===== config.mk =====
export PLATFORM = sky130hd
export DESIGN_NAME = nco_freq_meter
export DESIGN_NICKNAME = d
export VERILOG_FILES = /design/src/rtl/nco_freq_meter.sv
export SDC_FILE = /design/constraint.sdc
export NUM_CORES = 1
export LEC_CHECK = 0
export ABC_CLOCK_PERIOD_IN_PS = 6250
export CAP_MARGIN = 20
export CORE_UTILIZATION = 49
export CTS_CLUSTER_SIZE = 14
export DETAILED_ROUTE_END_ITERATION = 16
export PLACE_DENSITY = 0.86
export SYNTH_ARGS = -nofsm -noshare
export SYNTH_HDL_FRONTEND = slang
export SYNTH_SLANG_ARGS = --single-unit

===== constraint.sdc =====
create_clock -name clk -period 6.25 [get_ports clk]
set_input_delay 1.25 -clock clk [delete_from_list [all_inputs] [get_ports clk]]
set_output_delay 1.25 -clock clk [all_outputs]
set_load 0.03 [all_outputs]

===== src/rtl/nco_freq_meter.sv =====
// nco_freq_meter: estimates the NCO phase increment by counting net quadrant
// transitions of the sin/cos stream over a gate of 2^GATE_LOG2 valid samples.
module nco_freq_meter #(
    parameter int DW        = 15,
    parameter int PW        = 30,
    parameter int GATE_LOG2 = 10
) (
    input  logic                 clk,
    input  logic                 reset_n,
    input  logic                 clken,
    input  logic                 start,
    input  logic                 continuous,
    input  logic                 in_valid,
    input  logic [DW-1:0]        sin_i,
    input  logic [DW-1:0]        cos_i,
    output logic                 busy,
    output logic                 meas_valid,
    output logic [PW-1:0]        phi_est,
    output logic [GATE_LOG2+1:0] qcount,
    output logic                 alias_err
);
    localparam int AW = GATE_LOG2 + 2;
    localparam int SH = PW - 2 - GATE_LOG2;
    localparam logic signed [DW-1:0] ZERO = '0;

    typedef enum logic [1:0] {IDLE, PRIME, GATE, REPORT} state_t;

    state_t               state_q, state_d;
    logic signed [AW-1:0] acc_q, acc_d;
    logic                 alias_q, alias_d;
    logic [GATE_LOG2-1:0] cnt_q;
    logic [1:0]           qprev_q, q_new, step;
    logic [PW-1:0]        phi_q;
    logic [AW-1:0]        qcount_q;
    logic                 alias_err_q;
    logic                 s_neg, c_neg, smp, arm, last;

    // quadrant index runs counter-clockwise, so a +1 step is a positive quarter turn
    always_comb begin
        s_neg   = $signed(sin_i) < ZERO;
        c_neg   = $signed(cos_i) < ZERO;
        q_new   = {s_neg, s_neg ^ c_neg};
        step    = q_new - qprev_q;
        acc_d   = acc_q + (step == 2'd1 ? AW'(1) : step == 2'd3 ? {AW{1'b1}} : AW'(0));
        alias_d = alias_q | (step == 2'd2);
        smp     = clken & in_valid;
        arm     = clken & (((state_q == IDLE) & start) | (state_q == REPORT));
        last    = (state_q == GATE) & smp & (&cnt_q);
    end

    always_ff @(posedge clk) begin
        if (!reset_n)
            state_q <= IDLE;
        else
            state_q <= state_d;
    end

    always_comb begin
        state_d = state_q;
        if (clken)
            case (state_q)
                IDLE:    state_d = start ? PRIME : IDLE;
                PRIME:   state_d = in_valid ? GATE : PRIME;
                GATE:    state_d = last ? REPORT : GATE;
                default: state_d = continuous ? PRIME : IDLE;
            endcase
    end

    always_comb begin
        busy       = state_q != IDLE;
        meas_valid = state_q == REPORT;
        phi_est    = phi_q;
        qcount     = qcount_q;
        alias_err  = alias_err_q;
    end

    // results latch on the final gate sample so they are already valid while meas_valid is high
    always_ff @(posedge clk) begin
        if (!reset_n) begin
            acc_q       <= '0;
            alias_q     <= 1'b0;
            cnt_q       <= '0;
            qprev_q     <= '0;
            phi_q       <= '0;
            qcount_q    <= '0;
            alias_err_q <= 1'b0;
        end else begin
            if (arm) begin
                acc_q   <= '0;
                alias_q <= 1'b0;
                cnt_q   <= '0;
            end else if ((state_q == GATE) && smp) begin
                acc_q   <= acc_d;
                alias_q <= alias_d;
                cnt_q   <= cnt_q + 1'b1;
            end
            if (((state_q == PRIME) || (state_q == GATE)) && smp)
                qprev_q <= q_new;
            if (last) begin
                qcount_q    <= acc_d;
                phi_q       <= PW'(acc_d) << SH;
                alias_err_q <= alias_d;
            end
        end
    end
endmodule


==> results.yml <==
clocking:
  cts.sink_count: 40
  insertion_delay_ps: 280
  numCtsBuffers: 5
  postCtsSetupRepairBufs: 0
  clk_pin_slew_ps: 70
  cts_max_path_buffers: 2
  holdBufCountCts: 0
  cts_resized: 0
  cts_tree: "done"
  cts-root-buf: "clkbuf_8"
  htree_levels: 2
logic_synthesis:
  synth_most_common_cell: "dfxtp_1"
  yosysTopAreaCell: "dfxtp_1"
  seq_area_frac_synth_pct: 34.5
  yosysWarnings: 0
  async_flop_share_pct: 0
  synthTopCellsByCount: "dfxtp_1 (40), buf_4 (31), a21oi_1 (20)"
  syn-cell-area_sq_mm: 0.00232
  synth_edf_count: 0
  synth.distinct_cells: 42
  synth_top_area_share_pct: 34.5
  avgSynthCellArea_sq_um: 8.90
  syn_inst: 261
  ys_dominant_reg_cell: "dfxtp_1"
  synth_seq_cells: 40
  synthTopCellsByArea: "dfxtp_1 (34%), buf_4 (10%), xnor2_1 (4.5%)"
timing:
  fmax_mhz: 231
  hold_violations: 0
  min_period_ps: 4320
  slew_headroom_pct: 37.8
  setup_tns_ps: 0
  rsz0062_at_grt: "false"
  tightestPinTransition_ps: 933
  period_share_pct: 69.1
  finalClockSkew_ps: 3.19
  setup_viol: 0
  slew_violations: 0
power_and_ir_drop:
  p_seq_share_pct: 50.6
  switchingPower_uw: 130
  p_leak_uw: 0.00100
  clkPwrFrac_pct: 35.6
  netSwitchingFraction_pct: 25.7
  vdd_drop_max_v: 0.000121
  p_int_uw: 378
  combPwrFrac_pct: 13.8
  pwr_density_cell_mw_per_mm2: 198
setup_path:
  r2r_setup_slack_ps: 3260
  r2r_cells: 10
  required_ps: 6460
  path_class: "primary input to flop"
  critPathArrivalTime_ps: 4530
  worstPathMaxFanout: 8
  end_kind: "flop"
  cp-start-kind: "primary input"
drt:
  drtIter0Drc: 82
  drt_wl_total_microns: 4000
  vias: 1722
  remaining_drc_errors: 0
  wl_per_cell_microns: 12.2
  antenna_left: 0
  routed_via_density: 5.23
  drt_first_pass_iters: 6
global_routing:
  grt_pass1_vias: 1496
  grt_max_degree: 24
  track_usage_pct: 17.0
  grt_pass1_wl_microns: 6730
  grt.overflow.total: 0
  antenna_found_initial: 0
floorplanning:
  core_area_sq_mm: 0.00444
  dieArea_sq_mm: 0.00502
  row_count: 24
  die_y_microns: 70.9
  die_w_microns: 70.9
  io_pins: 81
  start_util_pct: 52.3
placement:
  portBuffers: 34
  gp_congestion: 0.859
  hpwlAfterDp_microns: 2930
cells_and_area:
  syn_to_final_growth_pct: 10.4
  fin_nets: 321
  n_antenna_cell: 0
  drive_gt1_share_pct: 5.42
  fin_util_pct: 57.7
outcome:
  status: "finished, final reports clean"
worst_hold_path:
  hold_path_class: "flop to flop"
  hold_depth: 2
flow_run:
  drv_cap: 0
-- power groups by stage --
stage / clock [uW] / combinational (uW) / sequential, uW
finish: 181 / 69.9 / 257
global route: 198 / 75.5 / 257
CTS: 187 / 69.9 / 257
detailed placement: 0 / 69.8 / 263
global placement: 0 / 68.7 / 263
floorplan: 0 / 66.7 / 263
-- final timing paths --
kind / startpoint / endpoint
worst max-delay path: sin_i[14] / acc_q[8]$_SDFFE_PP0P_
worst max register to register: qprev_q[0]$_SDFFE_PN0P_ / acc_q[8]$_SDFFE_PP0P_
worst min-delay path: acc_q[0]$_SDFFE_PP0P_ / acc_q[0]$_SDFFE_PP0P_
worst min register to register: acc_q[0]$_SDFFE_PP0P_ / acc_q[0]$_SDFFE_PP0P_
-- registers in the layout (all words and copies together) (netlist names) --
register   flops
state_q        2
acc_q         12
alias_err      1
alias_q        1
qprev_q        2
cnt_q         10
qcount        12
-- worst max-delay path, cell delays in order --
cell and delay (ps):
clkdlybuf4s50_1 480, xnor2_1 230, ha_1 190, xor3_2 350
and2_1 320, xor2_1 190, ha_1 250, or3_2 460
nor2_1 180, a31oi_1 150, or3_1 340, a21oi_1 140
-- per-stage QoR --
step	power, uW	instances	setup slack, ps	instance area [sq um]	hold WS [ps]
after floorplan	329	278	2440	2390	438
after global routing	531	329	1740	2570	489
after global placement	332	322	1730	2470	446
after CTS	514	329	1940	2570	470
after detailed placement	333	322	1640	2470	460
final	508	329	1930	2570	465
-- routing by layer --
metal / wire, microns / part of all wire, % / global-route usage (%)
met3: 133 / 3.3 / 5.13
met2: 1950 / 49 / 28.1
met1: 1880 / 47 / 21.2
met5: 0 / 0 / 0
met4: 34 / 0.85 / 5.78
-- cells in the final DEF, fill, tap and decap left out, types with 2 or more instances in the layout --
cell and n:
xor2_1 8, conb_1 18, mux2i_1 7, and3_1 6, nand4_1 5, a22o_1 10, nor2_1 17, or4_1 2
dfxtp_1 40, nand3_1 5, nor3_1 3, clkdlybuf4s50_1 34, o21ai_0 9, xnor2_1 12, nor2b_1 5, a22oi_1 2
a2111oi_0 2, a31oi_1 2, a21oi_1 20, clkbuf_8 7, or3_1 11, and4_1 2, inv_1 6, o21a_1 2
ha_1 8, a31o_2 2, nand2_1 17, and2_1 3
-- kinds of logic (layout without fill, tap and decap cells) --
kind of cell | after synthesis | in the layout | synth area share (%)
and+or+nand+nor | 80 | 80 | 18.6
adders and majority gates | 8 | 8 | 4.31
xor gates and xnor gates | 21 | 21 | 8.62
muxes | 7 | 7 | 3.02
buffers and inverters | 48 | 47 | 15.0
AOI/OAI and AO/OA | 56 | 56 | 15.8
other | 1 | 18 | 0.161
DFF | 40 | 40 | 34.5
-- final cells by class --
class	instances	area, sq um
Fill cell	411	1880
Multi-Input combinational cell	190	1240
Sequential cell	40	801
Timing Repair Buffer	34	340
Clock buffer	7	96.3
Tap cell	52	65.1
Inverter	6	22.5
No activity file was read; power rests on OpenSTA's default activity.
